===== src/rtl/forwarding_controller_if.sv =====
// Handshake bundle between the ID stage and the EX-stage forwarding controller.
// The pipeline side drives the ID instruction fields; the controller returns mux selects and stall status.
interface forwarding_controller_if #(
    parameter int REG_AW = 5,
    parameter int CNT_W  = 16
);
    logic              hold;
    logic              flush;
    logic              id_valid;
    logic [REG_AW-1:0] id_rs;
    logic [REG_AW-1:0] id_rt;
    logic              id_use_rs;
    logic              id_use_rt;
    logic              id_wr_en;
    logic [REG_AW-1:0] id_wr_reg;
    logic              id_is_load;
    logic [3:0]        redirection_ctrl;
    logic              stall;
    logic              ex_bubble;
    logic [CNT_W-1:0]  stall_count;

    modport master (
        output hold, flush, id_valid, id_rs, id_rt, id_use_rs, id_use_rt,
               id_wr_en, id_wr_reg, id_is_load,
        input  redirection_ctrl, stall, ex_bubble, stall_count
    );

    modport slave (
        input  hold, flush, id_valid, id_rs, id_rt, id_use_rs, id_use_rt,
               id_wr_en, id_wr_reg, id_is_load,
        output redirection_ctrl, stall, ex_bubble, stall_count
    );
endinterface


===== src/rtl/forwarding_controller.sv =====
// EX-stage operand forwarding controller: tracks EX/MEM destination records,
// registers the redirection mux selects and detects load-use hazards.
module forwarding_controller #(
    parameter int REG_AW = 5,
    parameter int CNT_W  = 16
) (
    input logic                   clk,
    input logic                   rst_n,
    forwarding_controller_if.slave fc
);
    typedef struct packed {
        logic              valid;
        logic              wr_en;
        logic [REG_AW-1:0] dest;
        logic              is_load;
    } rec_t;

    localparam rec_t REC_NONE = '{valid: 1'b0, wr_en: 1'b0, dest: {REG_AW{1'b0}}, is_load: 1'b0};

    rec_t             ex_q, ex_d;
    rec_t             mem_q, mem_d;
    rec_t             id_rec_s;
    logic [3:0]       ctrl_q, ctrl_d;
    logic             bubble_q, bubble_d;
    logic [CNT_W-1:0] count_q, count_d;
    logic             stall_s;
    logic             id_rec_valid_s;
    logic             mx_rs_s, mx_rt_s, mm_rs_s, mm_rt_s;
    logic [1:0]       sel_a_s, sel_b_s;

    // Register 0 is hardwired, so a write to it never counts as a producer.
    function automatic logic reg_match(input rec_t rec, input logic [REG_AW-1:0] r);
        return rec.valid & rec.wr_en & (rec.dest == r) & (r != {REG_AW{1'b0}});
    endfunction

    // Producer matches against EX and MEM records, and the load-use stall
    always_comb begin
        mx_rs_s = reg_match(ex_q, fc.id_rs);
        mx_rt_s = reg_match(ex_q, fc.id_rt);
        mm_rs_s = reg_match(mem_q, fc.id_rs);
        mm_rt_s = reg_match(mem_q, fc.id_rt);
        stall_s = fc.id_valid & ~fc.flush & ex_q.is_load &
                  ((fc.id_use_rs & mx_rs_s) | (fc.id_use_rt & mx_rt_s));
        id_rec_valid_s = fc.id_valid & ~fc.flush & ~stall_s;
    end

    // Operand select per source: the EX producer is newer and wins over MEM
    always_comb begin
        sel_a_s = 2'b00;
        sel_b_s = 2'b00;
        if (fc.id_use_rs & mx_rs_s) begin
            sel_a_s = 2'b01;
        end else if (fc.id_use_rs & mm_rs_s) begin
            sel_a_s = 2'b10;
        end else begin
            sel_a_s = 2'b00;
        end
        if (fc.id_use_rt & mx_rt_s) begin
            sel_b_s = 2'b01;
        end else if (fc.id_use_rt & mm_rt_s) begin
            sel_b_s = 2'b10;
        end else begin
            sel_b_s = 2'b00;
        end
    end

    // Next-state for pipeline records, selects, bubble flag and stall counter
    always_comb begin
        id_rec_s = REC_NONE;
        ex_d     = ex_q;
        mem_d    = mem_q;
        ctrl_d   = ctrl_q;
        bubble_d = bubble_q;
        count_d  = count_q;
        if (id_rec_valid_s) begin
            id_rec_s = '{valid: 1'b1, wr_en: fc.id_wr_en, dest: fc.id_wr_reg, is_load: fc.id_is_load};
        end else begin
            id_rec_s = REC_NONE;
        end
        if (!fc.hold) begin
            mem_d    = ex_q;
            ex_d     = id_rec_s;
            bubble_d = stall_s | fc.flush | ~fc.id_valid;
            if (id_rec_valid_s) begin
                ctrl_d = {sel_b_s, sel_a_s};
            end else begin
                ctrl_d = 4'b0000;
            end
            if (stall_s && (count_q != {CNT_W{1'b1}})) begin
                count_d = count_q + {{(CNT_W-1){1'b0}}, 1'b1};
            end else begin
                count_d = count_q;
            end
        end else begin
            mem_d = mem_q;
        end
    end

    // State registers with synchronous active-low reset
    always_ff @(posedge clk) begin
        if (!rst_n) begin
            ex_q     <= REC_NONE;
            mem_q    <= REC_NONE;
            ctrl_q   <= 4'b0000;
            bubble_q <= 1'b0;
            count_q  <= {CNT_W{1'b0}};
        end else begin
            ex_q     <= ex_d;
            mem_q    <= mem_d;
            ctrl_q   <= ctrl_d;
            bubble_q <= bubble_d;
            count_q  <= count_d;
        end
    end

    assign fc.redirection_ctrl = ctrl_q;
    assign fc.stall            = stall_s;
    assign fc.ex_bubble        = bubble_q;
    assign fc.stall_count      = count_q;
endmodule


===== src/flat_wrapper.sv =====
// flat-port wrapper written by rule: the top's interface ports become plain ports
module forwarding_controller_flat 
#(
    parameter int REG_AW = 5,
    parameter int CNT_W  = 16
)
  (clk, rst_n, fc_hold, fc_flush, fc_id_valid, fc_id_rs, fc_id_rt, fc_id_use_rs, fc_id_use_rt, fc_id_wr_en, fc_id_wr_reg, fc_id_is_load, fc_redirection_ctrl, fc_stall, fc_ex_bubble, fc_stall_count);
  forwarding_controller_if #(.REG_AW(REG_AW), .CNT_W(CNT_W)) fc_i ();
  input logic clk;
  input logic rst_n;
  input wire logic [$bits(fc_i.hold)-1:0] fc_hold;
  input wire logic [$bits(fc_i.flush)-1:0] fc_flush;
  input wire logic [$bits(fc_i.id_valid)-1:0] fc_id_valid;
  input wire logic [$bits(fc_i.id_rs)-1:0] fc_id_rs;
  input wire logic [$bits(fc_i.id_rt)-1:0] fc_id_rt;
  input wire logic [$bits(fc_i.id_use_rs)-1:0] fc_id_use_rs;
  input wire logic [$bits(fc_i.id_use_rt)-1:0] fc_id_use_rt;
  input wire logic [$bits(fc_i.id_wr_en)-1:0] fc_id_wr_en;
  input wire logic [$bits(fc_i.id_wr_reg)-1:0] fc_id_wr_reg;
  input wire logic [$bits(fc_i.id_is_load)-1:0] fc_id_is_load;
  output wire logic [$bits(fc_i.redirection_ctrl)-1:0] fc_redirection_ctrl;
  output wire logic [$bits(fc_i.stall)-1:0] fc_stall;
  output wire logic [$bits(fc_i.ex_bubble)-1:0] fc_ex_bubble;
  output wire logic [$bits(fc_i.stall_count)-1:0] fc_stall_count;
  assign fc_i.hold = fc_hold;
  assign fc_i.flush = fc_flush;
  assign fc_i.id_valid = fc_id_valid;
  assign fc_i.id_rs = fc_id_rs;
  assign fc_i.id_rt = fc_id_rt;
  assign fc_i.id_use_rs = fc_id_use_rs;
  assign fc_i.id_use_rt = fc_id_use_rt;
  assign fc_i.id_wr_en = fc_id_wr_en;
  assign fc_i.id_wr_reg = fc_id_wr_reg;
  assign fc_i.id_is_load = fc_id_is_load;
  assign fc_redirection_ctrl = fc_i.redirection_ctrl;
  assign fc_stall = fc_i.stall;
  assign fc_ex_bubble = fc_i.ex_bubble;
  assign fc_stall_count = fc_i.stall_count;
  forwarding_controller #(.REG_AW(REG_AW), .CNT_W(CNT_W)) u_core (.clk(clk), .rst_n(rst_n), .fc(fc_i));
endmodule

===== config.mk =====
export PLATFORM = sky130hd
export DESIGN_NAME = forwarding_controller_flat
export DESIGN_NICKNAME = d
export VERILOG_FILES = /design/src/rtl/forwarding_controller_if.sv /design/src/rtl/forwarding_controller.sv /design/src/flat_wrapper.sv
export SDC_FILE = /design/constraint.sdc
export NUM_CORES = 1
export LEC_CHECK = 0
export ABC_AREA = 1
export CORE_MARGIN = 8
export CORE_UTILIZATION = 46
export CTS_CLUSTER_SIZE = 30
export DETAILED_ROUTE_END_ITERATION = 10
export PLACE_DENSITY = 0.77
export RECOVER_POWER = 100
export SYNTH_ARGS = -nofsm -noshare
export SYNTH_HDL_FRONTEND = slang
export SYNTH_SLANG_ARGS = --single-unit

===== constraint.sdc =====
create_clock -name clk -period 1.85 [get_ports clk]
set_clock_uncertainty 0.2 [all_clocks]
set_input_delay 0.185 -clock clk [delete_from_list [all_inputs] [get_ports clk]]
set_output_delay 0.185 -clock clk [all_outputs]
set_load 0.01 [all_outputs]

# Yosys cells after proc, flatten, opt, wreduce, memory -nomap -nowiden
# Index checks and enable logic that the tools add are counted.
# totals
ff_bits,36
in_bits,24
out_inout_bits,22
word_cells,51
# op_classes
addsub,1
n_eq_ne,5
mux,6
n_bitwise,25
reduce_logical,4
# op_table
operator,count
5-bit == test,4
1-bit AND,18
16-bit by 1-bit adder with 16-bit output (second input constant),1
16-bit != test (second input constant),1
5-bit nonzero test,2
2-bit 2-to-1 mux,4
8-bit 2-to-1 mux,1
4-bit 2-to-1 mux,1
1-bit NOT,4
1-bit bitwise OR,3
2-bit AND reduction,1
1-bit logical AND,1

# Longest topological paths before layout
# Gate-level depths: netlist of the first run.
# depth
ltp_word,9
mapped_depth,14
depth_no_buf,13

# Least setup slack after synthesis of the first run
# No wires, ideal clock.
# synth_path
kind,register to register
from,register u_core.count_q[1] (netlist: u_core.fc.stall_count[1])
to,register u_core.count_q[1] (netlist: u_core.fc.stall_count[1])
setup_time_ps,113
t_arrival_ps,1510
t_required_ps,1537
setup_slack_ps,27
stages_incl_launch_ff,12
n_path_buf,1
period_less_slack_ps,1823
cell_sequence,dfxtp_1 -> ha_1 -> nand2_1 -> inv_1 -> nand2_1 -> nor2_4 -> nand4_4 -> nand4_4 -> buf_6 -> nand2_2 -> nand2_1 -> nor2_1
# synth_via
elab_chain_len,3
# synth_rtl
element,line,source
"start, declared",forwarding_controller.sv:25,"logic [CNT_W-1:0] count_q, count_d;"
"start signal, assigned",forwarding_controller.sv:106,count_q <= {CNT_W{1'b0}};
"start signal, assigned",forwarding_controller.sv:112,count_q <= count_d;
branches (longest 3 deep; another with 16-bit by 1-bit adder with 16-bit output),--,
# Several ways; the timed one is not identified.
# A chain may end at the register's enable or synchronous reset.

# Worst setup path after layout of the first run
# layout_path
from,register u_core.count_q[1] (netlist: u_core.fc.stall_count[1])
to,register u_core.count_q[7] (netlist: u_core.fc.stall_count[7])
# The elaborated chain is that of the path after synthesis.

==> impl_results.md, run 1 <==
- Setup TNS: 0 ns
- Crit path launch type: flop
- CP Launch Point: u_core.fc.stall_count[1]
- Num CTS Buffers: 5
- Buffers on Ports: 45
- Post-CTS Hold Buffers: 0
- DRC violations left: 0
- Slew @ Worst Pin: between 0.7 and 0.8 ns
- All-Layer GR Usage: approximately 16%
- CTS Sinks: 36
- Period utilisation layout: between 90% and 100%
- Fin. Hold Viols: 0
- Post-route ant nets: 0
- Leakage power total: 1.50 nW
- I/O pins: 46
- CP most frequent cell: nand2_4
- Dominant cells by area after synthesis: dfxtp_1 33%, nand2_1 13%, nor2_1 9.2%
- Worst-path maximum fanout: 8
- #FFs+latches synth: 36
- Max Cap Viol: 0
- CP Class: flop to flop
- Layout cells sized above 1: 25.0%
- Die Y: 85.1 um
- Tot Pwr: 1.58 mW
- Setup ws final: between 0.03 and 0.04 ns
- First-pass GRT wire length: approximately 9.5 mm
- Root buf cell: clkbuf_8
- H-Tree Depth: 2
- Die area: about 7200 um^2
- Mapped Nets: 351
- CP peak stage delay: between 0.3 and 0.4 ns
- Avg WL per Cell: between 10 and 15 um
- Largest net degree at the start of global routing: 21
- Detailed-route wire length: 6.11 mm
- Core ar.: ~4700 um^2
- Setup WS pre-CTS: -0.405 ns
- Vias: approximately 2300
- Status: complete, no violations
- Reg2Reg Launch Point: u_core.fc.stall_count[1]
- Design area: roughly 3100 um^2
- Worst vdd ir: 371 uV
- Minimum clock period: between 1.5 and 2 ns
- PwrDens: about 500 nW/um^2
- CTS tree: yes
- DP Cell Count: 450
- Post-synth cell types: 30
- RSZ-0062 raised after global routing: yes
- Cell Area, Placed: between 2000 and 3000 um^2
- Slowest-stage cell, CP: dfxtp_2
- Vias per Instance: 4.90
- Fmax: 550 MHz
- Post-Syn Instances: 326
- Area growth syn-to-layout: 43.2%
- Clock Path Buffers: 2
- Synth area leader: dfxtp_1
- Clock latency on the worst-skew pair: between 0.2 and 0.3 ns
- Synth top area share: 32.8%
- Starting Density: a little under half
- Post-DP HPWL: 4.37 mm
- GRT overflow: 0
- CP Data Required Time: approximately 1.8 ns
- Slew Limit Fails: 0
- Hold crit path type: input port to flop
- Final setup vio count: 0
- Syn avg cell area: about 6.7 um^2
- Worst-path clk slew: roughly 0.07 ns
- 1st-iter DRT viols: 52
- Arr. time, crit path: around 1.8 ns
- Drt first pass iters: 4
- Layout Cells excl Fill: 466
- N_diodes: 0
- Slew HR: between 40% and 50%
- Initial antenna violation count: 0
- CP cell instances: ha_4 > nand2_4 > inv_4 > nand2_4 > nor2_4 > nand4_4 > buf_12 > nand4_1 > nand2_1 > inv_1 > nor2_1
- Ys Warns: 0
- Row Count: 25
- Setup crit end kind: flop
- Vias in the first global route: around 2100
- Min-delay src: fc_id_wr_reg[2]
- Synthesized cell area: roughly 2200 um^2
- Nets@finish: ~440
- Post-synthesis sequential area ratio: between 30 and 40%
- Die W: approximately 85 um
- Final GP Congestion: 0.927
==> worst paths after layout <==
kind	endpoint	slack, ns	depth (start not counted)
setup / recovery	u_core.fc.stall_count[7]	0.03	11
hold / removal	u_core.ex_q[3]	0.26	3
setup reg to reg	u_core.fc.stall_count[7]	0.03	11
hold reg to reg	u_core.fc.redirection_ctrl[1]	0.28	2
==> flip-flops by register name, summed over array words and instances (netlist names) <==
register                    count
u_core.fc.stall_count          16
u_core.ex_q                     8
u_core.mem_q                    7
u_core.fc.redirection_ctrl      4
u_core.fc.ex_bubble             1
==> power by group <==
group	switching (mW)	internal [mW]	total [mW]
clock	0.285	0.297	0.582
combinational	0.0975	0.103	0.200
sequential	0.0125	0.787	0.800
total	0.395	1.19	1.58
==> per-stage QoR <==
stage                     hold slack [ns]  utilization (%)
final                               0.257             67.5
after floorplan                     0.121                -
after CTS                           0.256             64.5
after global placement              0.266             62.5
after detailed placement            0.269             62.5
after global routing                0.266             67.5
==> cells in the mapped netlist <==
cell type,number
nand2_1,75
nor2_1,54
inv_1,49
dfxtp_1,36
nand2_2,12
nand4_1,10
xor2_1,10
a21oi_1,9
a21oi_2,9
o21ai_0,9
nand3_1,8
o21bai_1,8
xnor2_1,7
nor3_1,5
buf_6,3
inv_2,3
nor2_2,3
clkbuf_1,2
nand2_4,2
nand4_4,2
a21boi_1,1
buf_12,1
buf_2,1
clkinv_1,1
dlygate4sd1_1,1
ha_1,1
nor2_4,1
o211ai_1,1
o221ai_1,1
or2_1,1
==> per-layer routing <==
metal | part of all wire [%] | vias up | track usage (%)
li1 | - | 1182 | -
met1 | 42 | 1042 | 18.6
met2 | 51 | 47 | 27.6
met3 | 5.1 | 12 | 4.73
met4 | 2.1 | 0 | 6.31
met5 | 0 | - | 0
==> worst max-delay path, delay by kind of cell (launching register included) <==
family	cells	cell delay [ns]
flip-flops	1	0.36
buffers and inverters	3	0.32
adder cells (fa/ha/maj)	1	0.15
AND/OR/NAND/NOR	7	0.69
==> placed cells by master, fill, tap and decap left out, types with 2 or more instances in the layout <==
master	count
xnor2_1	7
inv_2	6
inv_1	45
xor2_1	10
buf_4	34
dlygate4sd2_1	9
nand2_1	72
a21oi_1	9
clkinv_2	2
nand2_4	4
nor2_2	6
o21ai_0	9
clkbuf_8	6
a21oi_2	9
clkdlybuf4s50_1	24
dlygate4sd3_1	11
nand4_4	4
nor2_1	51
dfxtp_1	26
dfxtp_4	2
nand3_1	7
o21bai_1	8
nand2_2	13
dfxtp_2	8
buf_12	2
nand4_1	10
nor3_1	5
==> area by class of cell <==
cell class	count	area (um^2)
clock buffer	6	82.6
clock inverter	2	10.0
fill	407	1510
inverter	53	201
multi-input combinational	231	1290
sequential	36	738
tap	54	67.6
timing repair buffer	84	759
==> cell families after synthesis <==
logic type / count (synthesis) / synth area share [%]
AND/OR/NAND/NOR: 173 / 35.9
buffers and inverters: 61 / 12.5
AO/OA/AOI/OAI: 38 / 11.5
flip-flops: 36 / 32.8
XOR/XNOR: 17 / 6.78
adder cells (fa/ha/maj): 1 / 0.569
==> what timing repair did <==
| item | CTS | global route |
|---|---|---|
| pin swaps | 2 | 16 |
| endpoints found under the hold margin | 0 | 0 |
| gates cloned | 0 | 2 |
| gates resized for setup | 20 | 27 |
| buffers inserted | 1 | 5 |
| setup endpoints to repair | 10 | 17 |
Power figures use the tool's default switching activity.
==> run 2, diff against run 1 <==
HOLD_SLACK_MARGIN = 0.08   (was not set)
==> results of run 2 <==
The final DEF is identical to that of run 1; final timing and power are the same.
==> run 3, diff against run 2 <==
CAP_MARGIN = 10   (was not set)
SKIP_LAST_GASP = 1   (was not set)
TNS_END_PERCENT = 20   (was not set)
==> run 3 against run 2 <==
Worst hold slack about the same; fmax is 1.4% lower; die area is the same; sequential cell count stayed put; sequential power barely moved; critical endpoint is now u_core.fc.stall_count[15]; design area fell by 0.12%; routed wire length up 0.31%; worst setup slack worse by 0.025 ns; cell count did not move; clock-buffer cell count unchanged.
==> impl_results.md, run 3 (synthesized netlist as in run 1, its figures left out) <==
- Met2 Wirelength: 3.11 mm (-0.38%)
- Clock latency on the worst-skew pair: 0.29 ns (about the same)
- Final setup vio count: 0 (unchanged)
- Fin. Hold Viols: 0 (unchanged)
- Max Cap Viol: 0 (unchanged)
- Leakage power total: 1.50 nW (-0.22%)
- Wire length on met1: 2.58 mm (+1.5%)
- CP Data Required Time: 1.84 ns (about the same)
- Most common cell after layout, fill and taps aside: nand2_1
- Clock Path Buffers: 2 (unchanged)
- PwrDens: 503 nW/um^2 (about the same)
- I/O pins: 46 (unchanged)
- Core ar.: 4660 um^2 (unchanged)
- Num CTS Buffers: 5 (unchanged)
- Vias: 2285 (+0.088%)
- GRT overflow: 0 (unchanged)
- Max FFs per register: 16 (unchanged)
- Cells on Worst Hold Path: 3 (unchanged)
- Die area: 7240 um^2 (unchanged)
- Worst R2R Path Depth: 11 (unchanged)
- Starting Density: 47.1% (unchanged)
- Root buf cell: clkbuf_8
- Reg2Reg Launch Point: u_core.fc.stall_count[1]
- Worst-path clk slew: 0.07 ns (about the same)
- Slew Limit Fails: 0 (unchanged)
- Die W: 85.1 um (unchanged)
- Period utilisation layout: 99.6% (+1.3 points)
- H-Tree Depth: 2 (unchanged)
- Layout Cells excl Fill: 466 (unchanged)
- Vias in the first global route: 2110 (unchanged)
- Tot Pwr: 1.58 mW (about the same)
- CP Class: flop to flop
- Final GP Congestion: 0.927 (unchanged)
- Initial antenna violation count: 0 (unchanged)
- Nets@finish: 436 (unchanged)
- R2R Setup Slk: 0.007 ns (-0.02 ns)
- Buffers on Ports: 45 (unchanged)
- CTS Sinks: 36 (unchanged)
- CTS tree: yes
- Fmax: 543 MHz (-1.4%)
- Worst-path maximum fanout: 8 (unchanged)
- Drt first pass iters: 4 (unchanged)
- Crit path launch type: flop
- Detailed-route wire length: 6.13 mm (+0.31%)
- Die Y: 85.1 um (unchanged)
- Arr. time, crit path: 1.83 ns (+0.02 ns)
- DP Cell Count: 450 (unchanged)
- Setup crit end kind: flop
- Worst vdd ir: 369 uV (-0.65%)
- DRC violations left: 0 (unchanged)
- N_diodes: 0 (unchanged)
- Avg WL per Cell: 13.2 um (+0.31%)
- Hold crit path type: input port to flop
- Largest net degree at the start of global routing: 21 (unchanged)
- Minimum clock period: 1.84 ns (+0.0249 ns)
- Post-DP HPWL: 4.37 mm (unchanged)
- Layout cells sized above 1: 25.0% (unchanged)
- Vias per Instance: 4.90 (about the same)
- Row Count: 25 (unchanged)
- Max Used Layer: met4
- Post-route ant nets: 0 (unchanged)
- End of the worst hold path: u_core.ex_q[3]
- Commonest non-fill, non-tap cells in the layout: 72 x nand2_1, 51 x nor2_1, 45 x inv_1, 34 x buf_4, 26 x dfxtp_1
- RSZ-0062 raised after global routing: yes
- DR WL met3: 304 um (-1.9%)
- Min-delay src: fc_id_wr_reg[2]
- Post-CTS Hold Buffers: 0 (unchanged)
- First-pass GRT wire length: 9.54 mm (unchanged)
- All-Layer GR Usage: 16.2% (unchanged)
- Status: complete, no violations
- Slew HR: 48.9% (-0.37 points)
- Reg2Reg Capture Point: u_core.fc.stall_count[15]
- Slew @ Worst Pin: 0.766 ns (+0.00550 ns)
- Area growth syn-to-layout: 43.1%
- 1st-iter DRT viols: 70 (+35%)
==> run 3: repair_timing <==
action                     4_1_cts  5_1_grt
setup buffers                    1        5
gates cloned                     0        2
pin swaps                        2        9
setup endpoints to repair       10       17
resized for setup               20       26
==> run 3: worst max-delay path by stage <==
stage | start | end | slack, ns | cells past startpoint
3_5_place_dp | fc_id_rt[3] | fc_stall | -0.41 | 10
3_3_place_gp | fc_id_rt[3] | fc_stall | -0.39 | 10
2_1_floorplan | u_core.fc.stall_count[1] | u_core.fc.stall_count[1] | 0.03 | 11
4_1_cts | u_core.ex_q[5] | u_core.fc.stall_count[2] | 0.004 | 12
6_report | u_core.fc.stall_count[1] | u_core.fc.stall_count[15] | 0.007 | 11
5_1_grt | u_core.fc.stall_count[1] | u_core.fc.stall_count[12] | -0.07 | 11
==> run 3: where the power goes <==
group	internal, mW	switching (mW)
sequential	0.787	0.0125
combinational	0.103	0.0980
clock	0.297	0.283
total	1.19	0.394
==> run 3: worst max-delay path, cell delays in order (launching register included) <==
cell and delay [ns]:
dfxtp_2 0.36, ha_4 0.15, nand2_4 0.06, inv_4 0.07, nand2_4 0.06, nor2_4 0.15
nand4_4 0.20, buf_12 0.20, nand4_1 0.13, nand2_1 0.07, inv_1 0.05, nor2_1 0.03
==> run 3: layer usage <==
layer  GRT usage, %  vias to the layer above
met3           4.73                       12
li1               -                     1183
met5              0                        -
met2           27.6                       47
met1           18.6                     1043
met4           6.31                        0
==> run 3: cell type report <==
cell class                 count  area [um^2]
fill                         408         1520
multi-input combinational    231         1290
timing repair buffer          84          756
sequential                    36          738
inverter                      53          201
clock buffer                   6         82.6
tap                           54         67.6
clock inverter                 2         10.0
==> run 3: through the flow <==
stage / hold WS [ns] / cell area, um^2 / TNS, ns / setup WS, ns / util (%)
2_1_floorplan: 0.121 / 2200 / 0 / 0.0274 / -
3_3_place_gp: 0.266 / 2910 / -6.15 / -0.386 / 62.5
3_5_place_dp: 0.269 / 2910 / -6.98 / -0.405 / 62.5
4_1_cts: 0.256 / 3010 / 0 / 0.00418 / 64.5
5_1_grt: 0.266 / 3140 / -0.527 / -0.0664 / 67.4
6_report: 0.257 / 3140 / 0 / 0.00670 / 67.4
==> edit (flow settings as in run 3) <==
`REG_AW` is set to 5 in 3 places; all go to 6.
--- a/src/rtl/forwarding_controller_if.sv
+++ b/src/rtl/forwarding_controller_if.sv
@@ -2,5 +2,5 @@
 // The pipeline side drives the ID instruction fields; the controller returns mux selects and stall status.
 interface forwarding_controller_if #(
-    parameter int REG_AW = 5,
+    parameter int REG_AW = 6,
     parameter int CNT_W  = 16
 );
--- a/src/rtl/forwarding_controller.sv
+++ b/src/rtl/forwarding_controller.sv
@@ -2,5 +2,5 @@
 // registers the redirection mux selects and detects load-use hazards.
 module forwarding_controller #(
-    parameter int REG_AW = 5,
+    parameter int REG_AW = 6,
     parameter int CNT_W  = 16
 ) (
--- a/src/flat_wrapper.sv
+++ b/src/flat_wrapper.sv
@@ -2,5 +2,5 @@
 module forwarding_controller_flat 
 #(
-    parameter int REG_AW = 5,
+    parameter int REG_AW = 6,
     parameter int CNT_W  = 16
 )
Interface: changed (resized fc_id_rs, fc_id_rt and fc_id_wr_reg); port bits go from 46 to 49. The function was not compared with the original's and may differ.
==> edit against run 3 <==
- the flow now finishes with violations (negative setup slack)
- setup slack worse by 0.073 ns
- register-to-register slack got worse by 0.06 ns
- synthesized area rose by 14%
- count of clock-buffer cells in the layout decreased by 1
- sequential cell count up 2
- non-clock buffer count increased by 11
- design area up 12%
- routed wire length increased by 8.7%
- synthesized cell count up 6.7%
- fmax is 3.8% lower
- clock power shrank 5.9%
- hold slack lost 0.020 ns
- power up 3.4%
- critical path depth increased by 1
- largest cell class unchanged
==> edit: results (changes against run 3) <==
| Metric | Value |
|---|---|
| Delay of the slowest cell on the worst path | `0.46 ns (+0.10 ns)` |
| Root Driver | `clkbuf_8` |
| Finished Layout Cells | `512 (+9.9%)` |
| P_leak | `1.710 nW (+14%)` |
| Status | `complete, but fails checks` |
| DP Cell Count | `499 (+11%)` |
| Top sig layer | `met4` |
| Top delay family on crit path | `buffers and inverters` |
| Sequential fraction of the synthesis area | `0.3046 (-0.02341)` |
| Max VDD drop | `0.0003181 V (-14%)` |
| GPL Wtd Cong | `0.9265 (about the same)` |
| Slew headroom | `0.8050 (+0.3164)` |
| WL met2 | `3384 um (+8.7%)` |
| CTS buffer count | `5 (unchanged)` |
| Crit path max-delay cell type | `clkdlybuf4s50_1` |
| Wl on met1 | `2779 um (+7.6%)` |
| Final setup viols | `13 (+13)` |
| Mapped Cells | `348 (+6.7%)` |
| Hold wc startpoint | `fc_id_wr_en` |
| Layout cells sized above 1 | `0.3295 (+0.07955)` |
| Setup TNS | `-0.5018 ns (-0.5018 ns)` |
| Critical Path Fanout Max | `5 (-3)` |
| Met3 WL | `421 um (+38%)` |
| XOR/XNOR Fraction of Synth Area | `0.06663 (-0.001134)` |
| First-pass GRT wire length | `10540 um (+10%)` |
| DP HPWL | `5004 um (+15%)` |
| Placement Cell Area | `3312 um2 (+14%)` |
| Top cells by area, synth | `dfxtp_1 30%, nand2_1 9.5%, nor2_1 7.4%` |
| # fillers | `447 (+9.6%)` |
| Drt first-iter violations | `164 (+130%)` |
| Async S/R FF share, synth | `0 (unchanged)` |
| Post-synth top cells | `63 x nand2_1, 49 x nor2_1, 45 x inv_1, 38 x dfxtp_1, 20 x nand2_2` |
| Final WL | `6661 um (+8.7%)` |
| N_diodes | `0 (unchanged)` |
| Critical Path Source | `fc_id_use_rs` |
| Largest register FFs | `16 (unchanged)` |
| Worst setup margin | `-0.06662 ns (-0.07332 ns)` |
| FF-to-FF Start | `u_core.ex_q[7]$_SDFFE_PN0N_` |
| Port Buf Inserts | `48 (+6.7%)` |
| Adder-cell area share of the yosys netlist | `0.005010 (-0.0006847)` |
| GR Util All Layers | `0.1660 (+0.003595)` |
| WP data arrival | `1.91 ns (+0.08 ns)` |
| Clock buffer depth | `2 (unchanged)` |
| Vias in the first global route | `2444 (+16%)` |
| NumNets Final | `468 (+7.3%)` |
| Failing checks | `negative setup slack` |
| Synth unique cells | `30 (unchanged)` |
| Area fraction in compound gates after synthesis | `0.1042 (-0.01083)` |
| Vias per cell | `4.826 (-1.6%)` |
| Syn_nets | `376 (+7.1%)` |
edit: cell types whose count changed after synthesis, moves of 5 or more:
cell / change
nor2_2: +11
nand3_1: -5
nand2_2: +8
nor2_1: -5
xor2_1: +9
nand2_4: +11
nand2_1: -12
xnor2_1: -7
edit: kinds of logic (layout without fill, tap and decap cells):
family / count (synthesis) / after routing
DFF: 38 / 38
AOI/OAI and AO/OA: 41 / 41
and+or+nand+nor: 187 / 187
adders and majority gates: 1 / 1
xor gates and xnor gates: 19 / 19
buffers and inverters: 62 / 154
edit: power by group:
part,total [mW],switching (mW),internal [mW],leakage [nW]
logic,0.241,0.117,0.123,1.36
clock network,0.546,0.293,0.253,0.0438
registers,0.848,0.0136,0.834,0.311
edit: what timing repair did:
action                                  in CTS  in global routing
gates resized for setup                     10                 25
setup buffers                                1                  2
endpoints found under the setup margin      24                 29
pin swaps                                    3                  4
cloned                                       0                  3
edit: stage by stage:
step | hold slack (ns) | setup slack [ns]
floorplan | 0.1214 | 0.03751
finish | 0.2368 | -0.06662
global route | 0.2533 | -0.1457
detailed placement | 0.2691 | -0.4305
CTS | 0.2318 | -0.04637
global placement | 0.2654 | -0.4067
edit: layer usage:
layer,vias to the layer above,track usage
li1,1259,-
met1,1134,0.1872
met2,70,0.2975
met3,8,0.03731
met4,0,0.05891
met5,-,0
edit: final cells by class:
class | count | area, um2 | area share
Clock buffer | 5 | 68.82 | 0.01947
Clock inverter | 2 | 10.01 | 0.002832
Inverter | 52 | 200.2 | 0.05664
Multi-Input combinational cell | 248 | 1498 | 0.4237
Sequential cell | 38 | 768.2 | 0.2173
Tap cell | 72 | 90.09 | 0.02549
Timing Repair Buffer | 95 | 899.6 | 0.2545
edit: worst min-delay path, cell delays in order:
cell and delay [ns]:
clkdlybuf4s50_1 0.40, nand2_1 0.06, a21oi_1 0.05
edit: worst paths after layout:
| path | cells past startpoint | end | slack [ns] |
|---|---|---|---|
| min | 3 | u_core.ex_q[7]$_SDFFE_PN0N_ | 0.24 |
| max reg2reg | 11 | u_core.fc.stall_count[15]$_SDFFE_PN0P_ | -0.05 |
| min reg2reg | 2 | u_core.fc.redirection_ctrl[3]$_SDFFE_PN0N_ | 0.27 |
| max | 12 | u_core.fc.stall_count[15]$_SDFFE_PN0P_ | -0.07 |
